### src/rtl/apb_protocol_monitor.sv
`default_nettype none
// +--------------------------------------------------------------------------+
// | Module : apb_protocol_monitor                                            |
// | Passive APB phase tracker flagging protocol violations, with first-error |
// | capture and saturating transfer statistics.                              |
// | Optional: define APB_MON_STRB_CHECK_EN to flag reads with pstrb != 0.    |
// | Revision: 1.0                                                            |
// +--------------------------------------------------------------------------+
module apb_protocol_monitor #(
    parameter int ADDR_WIDTH = 32,
    parameter int BUS_WIDTH  = 32,
    parameter int NUM_SLV    = 1,
    parameter int TIMEOUT    = 16,
    parameter int CNT_W      = 16
) (
    input  logic                   clk,
    input  logic                   rst,
    input  logic [NUM_SLV-1:0]     psel,
    input  logic                   penable,
    input  logic                   pwrite,
    input  logic [ADDR_WIDTH-1:0]  paddr,
    input  logic [BUS_WIDTH-1:0]   pwdata,
    input  logic [BUS_WIDTH/8-1:0] pstrb,
    input  logic                   pready,
    input  logic                   pslverr,
    input  logic                   clr,
    output logic [6:0]             err_pulse,
    output logic [6:0]             err_sticky,
    output logic [2:0]             err_first_code,
    output logic [ADDR_WIDTH-1:0]  err_first_addr,
    output logic                   xfer_done,
    output logic [CNT_W-1:0]       wr_cnt,
    output logic [CNT_W-1:0]       rd_cnt,
    output logic [CNT_W-1:0]       slverr_cnt
);

    localparam int             c_WAIT_W   = $clog2(TIMEOUT + 1);
    localparam logic [c_WAIT_W-1:0] c_TIMEOUT = c_WAIT_W'(TIMEOUT);
    localparam logic [1:0]     c_S_IDLE   = 2'd0;
    localparam logic [1:0]     c_S_SETUP  = 2'd1;
    localparam logic [1:0]     c_S_ACCESS = 2'd2;
    localparam int             c_E_PHASE   = 0;
    localparam int             c_E_STABLE  = 1;
    localparam int             c_E_TIMEOUT = 2;
    localparam int             c_E_ENABLE  = 3;
    localparam int             c_E_ONEHOT  = 4;
    localparam int             c_E_SLVERR  = 5;

    logic [1:0]             r_state;
    logic [c_WAIT_W-1:0]    r_wait;
    logic [NUM_SLV-1:0]     r_cap_psel;
    logic [ADDR_WIDTH-1:0]  r_cap_paddr;
    logic                   r_cap_pwrite;
    logic [BUS_WIDTH-1:0]   r_cap_pwdata;
    logic [BUS_WIDTH/8-1:0] r_cap_pstrb;

    logic                   w_sel;
    logic                   w_stable_err;
    logic [6:0]             w_err;
    logic [1:0]             w_next_state;
    logic [c_WAIT_W-1:0]    w_next_wait;
    logic                   w_capture;
    logic                   w_complete;

    function automatic logic [2:0] f_lowest(input logic [6:0] v);
        logic [2:0] r;
        r = 3'd0;
        for (int i = 6; i >= 0; i--) begin
            if (v[i]) r = 3'(i);
        end
        return r;
    endfunction

    assign w_sel        = |psel;
    assign w_stable_err = (psel != r_cap_psel) || (paddr != r_cap_paddr) ||
                          (pwrite != r_cap_pwrite) || (pwdata != r_cap_pwdata) ||
                          (pstrb != r_cap_pstrb);

    always_comb begin
        w_err        = '0;
        w_next_state = r_state;
        w_next_wait  = r_wait;
        w_capture    = 1'b0;
        w_complete   = 1'b0;
        case (r_state)
            c_S_IDLE: begin
                if (penable) begin
                    w_err[c_E_ENABLE] = 1'b1;
                end else if (w_sel) begin
                    w_capture    = 1'b1;
                    w_next_state = c_S_SETUP;
                    w_next_wait  = '0;
                end
            end
            c_S_SETUP, c_S_ACCESS: begin
                if (w_sel && penable) begin
                    w_err[c_E_STABLE] = w_stable_err;
                    if (pready) begin
                        w_complete   = 1'b1;
                        w_next_state = c_S_IDLE;
                        w_next_wait  = '0;
                    end else if (r_state == c_S_SETUP) begin
                        w_next_state = c_S_ACCESS;
                        w_next_wait  = c_WAIT_W'(1);
                    end else if (r_wait == c_TIMEOUT) begin
                        w_err[c_E_TIMEOUT] = 1'b1;
                        w_next_state       = c_S_IDLE;
                        w_next_wait        = '0;
                    end else begin
                        w_next_wait = r_wait + c_WAIT_W'(1);
                    end
                end else begin
                    // A fresh setup phase here restarts tracking on the new transfer
                    w_err[c_E_PHASE] = 1'b1;
                    w_next_wait      = '0;
                    if (w_sel && !penable) begin
                        w_capture    = 1'b1;
                        w_next_state = c_S_SETUP;
                    end else begin
                        w_next_state = c_S_IDLE;
                    end
                end
`ifdef APB_MON_STRB_CHECK_EN
                if (!r_cap_pwrite && (pstrb != '0)) w_err[6] = 1'b1;
`endif
            end
            default: begin
                w_next_state = c_S_IDLE;
                w_next_wait  = '0;
            end
        endcase
        w_err[c_E_ONEHOT] = (psel & (psel - NUM_SLV'(1))) != '0;
        w_err[c_E_SLVERR] = pslverr && !w_complete;
    end

    always_ff @(posedge clk) begin
        if (rst) begin
            r_state        <= c_S_IDLE;
            r_wait         <= '0;
            r_cap_psel     <= '0;
            r_cap_paddr    <= '0;
            r_cap_pwrite   <= 1'b0;
            r_cap_pwdata   <= '0;
            r_cap_pstrb    <= '0;
            err_pulse      <= '0;
            err_sticky     <= '0;
            err_first_code <= '0;
            err_first_addr <= '0;
            xfer_done      <= 1'b0;
            wr_cnt         <= '0;
            rd_cnt         <= '0;
            slverr_cnt     <= '0;
        end else begin
            r_state   <= w_next_state;
            r_wait    <= w_next_wait;
            err_pulse <= w_err;
            xfer_done <= w_complete;
            if (w_capture) begin
                r_cap_psel   <= psel;
                r_cap_paddr  <= paddr;
                r_cap_pwrite <= pwrite;
                r_cap_pwdata <= pwdata;
                r_cap_pstrb  <= pstrb;
            end
            if (clr) begin
                err_sticky     <= '0;
                err_first_code <= '0;
                err_first_addr <= '0;
                wr_cnt         <= '0;
                rd_cnt         <= '0;
                slverr_cnt     <= '0;
            end else begin
                err_sticky <= err_sticky | w_err;
                if ((err_sticky == '0) && (w_err != '0)) begin
                    err_first_code <= f_lowest(w_err);
                    err_first_addr <= paddr;
                end
                if (w_complete) begin
                    if (r_cap_pwrite) begin
                        if (wr_cnt != '1) wr_cnt <= wr_cnt + CNT_W'(1);
                    end else begin
                        if (rd_cnt != '1) rd_cnt <= rd_cnt + CNT_W'(1);
                    end
                    if (pslverr && (slverr_cnt != '1)) slverr_cnt <= slverr_cnt + CNT_W'(1);
                end
            end
        end
    end

endmodule
`default_nettype wire

### config.mk
export PLATFORM = sky130hd
export DESIGN_NAME = apb_protocol_monitor
export DESIGN_NICKNAME = d
export VERILOG_FILES = /design/src/rtl/apb_protocol_monitor.sv
export SDC_FILE = /design/constraint.sdc
export NUM_CORES = 1
export LEC_CHECK = 0
export BUFFER_PORTS_ARGS = -buffer_cell sky130_fd_sc_hd__buf_2
export CORE_ASPECT_RATIO = 0.5
export CORE_UTILIZATION = 35
export DETAILED_ROUTE_END_ITERATION = 10
export GPL_ROUTABILITY_DRIVEN = 0
export GPL_TIMING_DRIVEN = 1
export PLACE_DENSITY = 0.7
export SLEW_MARGIN = 40
export SYNTH_ARGS = -nofsm -noshare
export SYNTH_HDL_FRONTEND = slang
export SYNTH_SLANG_ARGS = --single-unit
### constraint.sdc
create_clock -name clk -period 2.34 [get_ports clk]
set_clock_uncertainty 0.1 [all_clocks]
set_input_delay 0.468 -clock clk [delete_from_list [all_inputs] [get_ports clk]]
set_output_delay 0.468 -clock clk [all_outputs]
set_load 0.01 [all_outputs]
Yosys cells after proc, flatten, opt, wreduce, memory -nomap -nowiden
Index checks and enable logic that the tools add are counted.
- flip-flop bits (word level): 175
- logic and storage cells: 96
- output and inout bits: 98
- equality and inequality tests: 14
- reductions and logical operators: 21
- bitwise operators: 3
- muxes and demuxes: 37
- add/sub/neg operators: 5
- operators with widths (operator ; count):
    $ne A32 B32 Y1 ; 2
    $add A16 B1 Y16 const B ; 3
    $ne A16 B16 Y1 const B ; 3
    $mux W5 ; 6
    $mux W3 ; 7
    $mux W1 ; 14
    $mux W2 ; 7
    $pmux W5 S2 ; 1
    $reduce_and A3 Y1 ; 3
    $logic_not A7 Y1 ; 1
    $or A7 B6 Y7 ; 1
    $reduce_bool A7 Y1 ; 1
    $add A5 B1 Y5 const B ; 1
    $eq A5 B5 Y1 const B ; 1
    $logic_and A1 B1 Y1 ; 5
    $ne A5 B5 Y1 const B ; 1
    $logic_or A1 B1 Y1 ; 4
    $ne A2 B2 Y1 const B ; 2
    $ne A4 B4 Y1 ; 1
    $pmux W2 S2 ; 1
    $reduce_and A2 Y1 ; 2
    $reduce_or A2 Y1 ; 2
    $eq A2 B1 Y1 const B ; 1
    $eq A2 B2 Y1 const B ; 1
    other kinds (7) ; 9

Logic depth before layout (Yosys ltp)
Gate-level depths: netlist of run 1.
- depth after elaboration: 11
- gate-level depth with buffers: 10
- gate-level depth less buffers: 9

Least setup slack after synthesis of run 1
No wires, ideal clock.
- path kind: flip-flop to flip-flop
- from: register r_state[0]
- to: register slverr_cnt[13]
- cell stages (with the launch flop): 11
- clock period less this slack: 2349 ps
- buffers on the path: 1
- arrival time: 2121 ps
- path slack: -9 ps
- path through: dfxtp_1 inv_1 ha_1 clkbuf_2 and4_1 nand2_1 a41o_1 nor4_1 nand3_1 xor2_1 nor2_1
- word-level cells in the longest chain between the ends: 4
- RTL lines (element ; line ; RTL):
    from (decl) ; 49 ; logic [1:0] r_state;
    from (signal assigned) ; 138 ; r_state <= c_S_IDLE;
    from (signal assigned) ; 154 ; r_state <= w_next_state;
    $eq A2 B1 Y1 / $eq A2 B2 Y1 (equally long branches) ; 85 ; case (r_state)
    $reduce_or A2 Y1 (*) ; 85 ;
    $mux W1 (*) ; 85 ;
    $reduce_and A2 Y1 (no line) (*) ; - ;
    to (signal assigned) ; 184 ; if (pslverr && (slverr_cnt != '1)) slverr_cnt <= slverr_cnt + CNT_W'(1);
    to (decl) ; 34 ; output logic [CNT_W-1:0] slverr_cnt
Every way passes the cells marked *; elsewhere a longest branch is shown, timed or not.
A chain may end at the register's enable or synchronous reset.

Final worst setup path of run 1
- from: register r_cap_pwdata[13]
- to: register err_first_addr[24]
- word-level cells in the longest chain between the ends: 7
- RTL lines (element ; line ; RTL):
    from (decl) ; 54 ; logic [BUS_WIDTH-1:0] r_cap_pwdata;
    from (signal assigned) ; 162 ; r_cap_pwdata <= pwdata;
    $ne A32 B32 Y1 ; 76 ; (pwrite != r_cap_pwrite) || (pwdata != r_cap_pwdata) ||
    $logic_or A1 B1 Y1 (2 in series) ; 76 ;
    $mux W2 ; 96 ; if (w_sel && penable) begin
    $mux W3 ; 85 ;
    $reduce_bool A7 Y1 ; 174 ; if ((err_sticky == '0) && (w_err != '0)) begin
    $logic_and A1 B1 Y1 ; 174 ;
    to (signal assigned) ; 176 ; err_first_addr <= paddr;
    to (decl) ; 30 ; output logic [ADDR_WIDTH-1:0] err_first_addr,
No other way between the ends.

==> results of run 1 <==
[power by group]
part	switching [mW]	leakage (nW)	total, mW	internal, mW
Sequential	0.0597	1.39	3.07	3.01
Clock	1.23	0.312	3.04	1.81
Combinational	0.422	2.35	0.774	0.352
Total	1.71	4.05	6.88	5.17
[worst max-delay path, cell delays in order, from the launching register on]
cell and delay, ps:
dfxtp_2 330, xnor2_1 140, nand4_1 180, nor4_4 380
nand3_2 170, o31ai_4 300, a31oi_4 130, buf_12 160
clkbuf_16 170, mux2i_1 120
[worst max path at each step]
stage                           startpoint            endpoint  slack (ps)  cells after the start
after floorplan                 r_state[0]      slverr_cnt[12]          30                     10
after global placement                psel   err_first_addr[6]        -530                      9
after detailed placement              psel   err_first_addr[5]        -580                      9
after CTS                       r_state[1]   err_first_addr[5]          -1                     10
after global routing       r_cap_paddr[16]  err_first_addr[24]         -50                     10
final                     r_cap_pwdata[13]  err_first_addr[24]          40                      9
[state kept, by name, indices dropped and copies added (netlist names)]
register,flops
err_first_addr,32
r_cap_paddr,32
r_cap_pwdata,32
rd_cnt,16
slverr_cnt,16
wr_cnt,16
err_pulse,5
err_sticky,5
r_wait,5
r_cap_pstrb,4
err_first_code,3
r_state,2
r_cap_psel,1
r_cap_pwrite,1
xfer_done,1
[per-layer routing]
metal,share of wire,up-vias,wire length (um),GRT usage
met2,0.49,118,9620,0.300
met5,0.0011,-,22,0
met4,0.016,4,319,0.0646
met3,0.049,24,962,0.0544
met1,0.45,3072,8800,0.210
li1,-,3278,-,-
[placed cells by master (no fill, tap or decap), types with 19 or more instances in the layout]
| cell type | count |
|---|---|
| a21oi_1 | 79 |
| nor2_1 | 73 |
| dfxtp_1 | 159 |
| xor2_1 | 43 |
| nand4_1 | 30 |
| buf_2 | 169 |
| nand2_1 | 233 |
| xnor2_1 | 62 |
| clkbuf_16 | 19 |
| buf_4 | 36 |
| mux2i_1 | 36 |
[cells by family after synthesis]
logic type,synth area share
buf+inv,0.0300
xor+xnor,0.138
flops,0.461
simple gates,0.234
compound gates,0.0746
mux,0.0485
fa+ha+maj,0.0135
other cells,0.000505
[what timing repair did]
action                                  4_1_cts  5_1_grt
cloned                                        0        3
endpoints found under the hold margin         0        0
endpoints found under the setup margin       35       59
pin swaps                                     0       24
gates resized for setup                       4       41
setup buffers                                 0        3
[stage by stage]
| step | util | TNS, ps |
|---|---|---|
| 4_1_cts | 0.458 | -1.10 |
| 3_3_place_gp | 0.426 | -18370 |
| 5_1_grt | 0.472 | -935 |
| 3_5_place_dp | 0.426 | -19630 |
| 2_1_floorplan | - | 0 |
| 6_report | 0.472 | 0 |
[final cells by class]
cell class	instances	area, um2
fillers	1961	10900
multi-input cells	658	4000
flip-flops and latches	171	3440
repair buffers	216	1320
clock buffers	21	480
well taps	273	342
clock inverters	11	158
inverters	4	15.0
diodes	2	5.00
==> impl_metrics.csv, run 1 <==
group,metric,value,unit
grt,grt_pass1_wl,30500,um
timing,timing.final.ws_setup,41.3,ps
routing,drt_iter0_drc,407,
logic_synthesis,synth.distinct_cells,43,
power,powerDensity,705,mW/mm2
grt,grt_max_degree,72,
grt,grt_pass1_vias,6199,
job,maxCapViolCount,0,
timing,rsz0062_at_grt,"yes",
grt,grt.total_usage,0.177,
setup_path,arrival,2520,ps
setup_path,cp_max_fo,8,
timing,max_freq,435,MHz
clock_network,cts_tree,"yes",
logic_synthesis,synth_top_area_frac,0.461,
floorplan,ios,174,
logic_synthesis,yosysSeqAreaShare,0.461,
clock_network,cts_buffers,17,
floorplan,start_util,0.359,
placement,dp_cells,1316,
clock_network,clock_latency,440,ps
timing,final_hold_viol_count,0,
timing,worst_slew_pin_slew,533,ps
min_path,hold_depth,3,
min_path,min_from,"pwdata[13]",
clock_network,cts_sinks,171,
grt,antenna_found_initial,2,
setup_path,reg2reg_slack,40,ps
setup_path,reg2reg_from,"r_cap_pwdata[13]",
floorplan,die-area,0.0218,mm2
grt,gr-total-overflow,0,
setup_path,cp_data_required_time,2560,ps
logic_synthesis,yosysWarningCount,0,
floorplan,fp-row-count,37,
routing,dr.pass1.iters,4,
routing,antenna_left,0,
power,power.leakage,4.05,nW
logic_synthesis,syn_inst,875,
run_status,outcome,"finished clean",
min_path,whs_endpoint,"r_cap_pwdata[13]",
floorplan,die_h,105,um
setup_path,timing.rr.end,"err_first_addr[24]",
routing,vias_per_cell,4.79,
finish,syn_to_final_growth,31.5,%
setup_path,cp-start-kind,"flop",
routing,wl_per_cell,14.5,um
logic_synthesis,synth_commonest_cells,"233 x nand2_1, 171 x dfxtp_1, 80 x a21oi_1, 75 x nor2_1, 74 x xnor2_1",
timing,slew_headroom,0.640,
clock_network,cts_max_path_buffers,2,
logic_synthesis,synth_edf_count,0,
placement,placed_area,0.00881,mm2
timing,fin_hold_ws,178,ps
setup_path,end_kind,"flop",
timing,period_share,0.982,
placement,dp_hpwl,13500,um
logic_synthesis,synth-seq-cells,171,
routing,drc_errors,0,
routing,vias,6496,
finish,fin_cells,1356,
logic_synthesis,yosysTopAreaCell,"dfxtp_1",
finish,drive_gt1_frac,0.276,
min_path,min_path_type,"in -> reg",
placement,io_buffers,169,
timing,setup_viol,0,
logic_synthesis,synth_most_common_cell,"nand2_1",
floorplan,core_area,0.0207,mm2
power,irDropWorstVdd,0.000456,V
timing,maxSlewViolCount,0,
logic_synthesis,syn_area,0.00743,mm2
clock_network,path_clk_slew,70,ps
timing,fin_crit,2300,ps
clock_network,hold_buffers,0,
logic_synthesis,synth_area_leaders,"dfxtp_1 46%, nand2_1 12%, xnor2_1 8.7%",
finish,final_area,0.00977,mm2
clock_network,cts-root-buf,"clkbuf_16",
clock_network,cts.htree.levels,4,
setup_path,worst_r2r_path_depth,9,
logic_synthesis,syn_area_per_cell,8.49,um2
logic_synthesis,ys_async_sr_fraction,0,
finish,nets,1152,
floorplan,die_w,208,um
routing,route.final.wire_length,19700,um
setup_path,path_class,"reg -> reg",
logic_synthesis,synth_ff_type,"dfxtp_1",
placement,pre_cts_slack,-576,ps
power,power,6.88,mW
Power figures use the tool's default switching activity.
==> run 2, diff against run 1 <==
Settings changed: CAP_MARGIN set to 20, CORE_MARGIN set to 4, RECOVER_POWER set to 25.
==> impl_metrics.csv, run 2 (same netlist as run 1, synthesis figures left out) <==
group,metric,value,unit
clock_network,clock_latency,430,ps
timing,setup_viol,4,
setup_path,worst_r2r_path_depth,9,
floorplan,ios,174,
setup_path,end_kind,"flop",
clock_network,path_clk_slew,80,ps
run_status,outcome,"complete, but fails checks",
finish,final_cell_mix,"233 x nand2_1, 169 x buf_2, 167 x dfxtp_1",
placement,dp_cells,1318,
job,maxCapViolCount,0,
timing,final_hold_viol_count,0,
finish,nFillCells,2002,
routing,vias_per_cell,4.84,
finish,fin_cells,1357,
clock_network,cts.htree.levels,4,
timing,worst_slew_pin_slew,755,ps
power,power.leakage,4.00,nW
timing,period_share,1.00,
setup_path,cp_max_fo,7,
routing,route.final.wire_length,20200,um
placement,dp_hpwl,14400,um
finish,final_core_util,0.467,
floorplan,fp-row-count,37,
clock_network,cts_buffers,17,
run_status,violations,"setup timing",
timing,fin_tns_setup,-12.4,ps
timing,timing.final.ws_setup,-5.54,ps
floorplan,core_area,0.0207,mm2
placement,io_buffers,169,
timing,slew_headroom,0.497,
finish,nets,1155,
grt,grt_pass1_wl,31400,um
placement,placed_area,0.00881,mm2
grt,grt_max_degree,72,
grt,grt_pass1_vias,6275,
finish,final_common_cell,"nand2_1",
finish,drive_gt1_frac,0.262,
timing,max_freq,426,MHz
clock_network,cts_tree,"yes",
finish,final_area,0.00966,mm2
min_path,hold_depth,3,
finish,top_regs,"err_first_addr x32, r_cap_paddr x32, r_cap_pwdata x32",
floorplan,die_h,111,um
floorplan,die-area,0.0238,mm2
routing,drt_iter0_drc,485,
timing,fin_crit,2350,ps
power,irDropWorstVdd,0.000496,V
grt,grt.total_usage,0.160,
setup_path,path_class,"reg -> reg",
power,powerDensity,699,mW/mm2
routing,antenna_left,0,
power,power,6.75,mW
routing,dr.pass1.iters,4,
grt,gr-total-overflow,0,
min_path,min_path_type,"in -> reg",
routing,wl_per_cell,14.9,um
setup_path,cp_data_required_time,2550,ps
floorplan,start_util,0.359,
finish,multi_input_area,0.00391,mm2
routing,drc_errors,0,
floorplan,die_w,214,um
timing,rsz0062_at_grt,"yes",
clock_network,cts-root-buf,"clkbuf_16",
clock_network,cts_sinks,171,
timing,maxSlewViolCount,0,
finish,syn_to_final_growth,30.0,%
clock_network,cts_max_path_buffers,2,
finish,diodes,0,
setup_path,arrival,2560,ps
finish,seq_area,0.00343,mm2
routing,vias,6571,
grt,antenna_found_initial,5,
setup_path,cp-start-kind,"flop",
[run 2: cell count changes in the layout (fill, tap and decap cells not counted), sizes merged]
cell      previous run  this run
buf                214       217
bufinv               3         1
clkinvlp             1         0
inv                  6        13
diode                2         0
clkbuf              23        19
[run 2: path summary, 6_finish.rpt]
kind / from / to / slack (ps)
worst min-delay path: pwdata[1] / r_cap_pwdata[1] / 190
worst max register to register: r_cap_pwdata[15] / err_first_addr[6] / -6
worst min register to register: err_first_addr[5] / err_first_addr[5] / 360
worst max-delay path: r_cap_pwdata[15] / err_first_addr[6] / -6
[run 2: layout make-up]
class                           count  share of cell area
Clock inverter                     15              0.0200
Sequential cell                   171               0.355
Clock buffer                       17              0.0440
Tap cell                          273              0.0354
Timing Repair Buffer              219               0.139
Inverter                            4             0.00155
Multi-Input combinational cell    658               0.405
[run 2: per-layer routing]
metal	GRT usage	share of wire
met5	0	0.0028
met2	0.279	0.50
met1	0.193	0.43
met4	0.0453	0.015
met3	0.0485	0.047
[run 2: power breakdown]
part | switching [mW] | leakage [nW] | total (mW) | internal [mW]
logic | 0.417 | 2.31 | 0.768 | 0.351
clock network | 1.37 | 0.302 | 2.92 | 1.55
registers | 0.0586 | 1.39 | 3.06 | 3.00
[run 2: what timing repair did]
| action | CTS | global route |
|---|---|---|
| pin swaps | 0 | 14 |
| gates cloned | 0 | 3 |
| resized for setup | 1 | 28 |
| setup endpoints to repair | 33 | 57 |
| buffers inserted | 0 | 4 |
| hold buffers | 0 | 0 |
[run 2: stage by stage]
stage               hold slack (ps)  worst slack [ps]
detailed placement              346              -291
CTS                             180              20.5
global route                    179             -90.3
floorplan                       348              27.6
finish                          193             -5.54
global placement                340              -219
[run 2: worst max-delay path: stages, from the launching register on]
cell and delay, ps:
dfxtp_2 330, xnor2_1 150, nand4_1 210, nor4_4 390
nand3_2 170, o31ai_4 300, a31oi_4 140, buf_12 170
clkbuf_16 170, mux2i_1 120
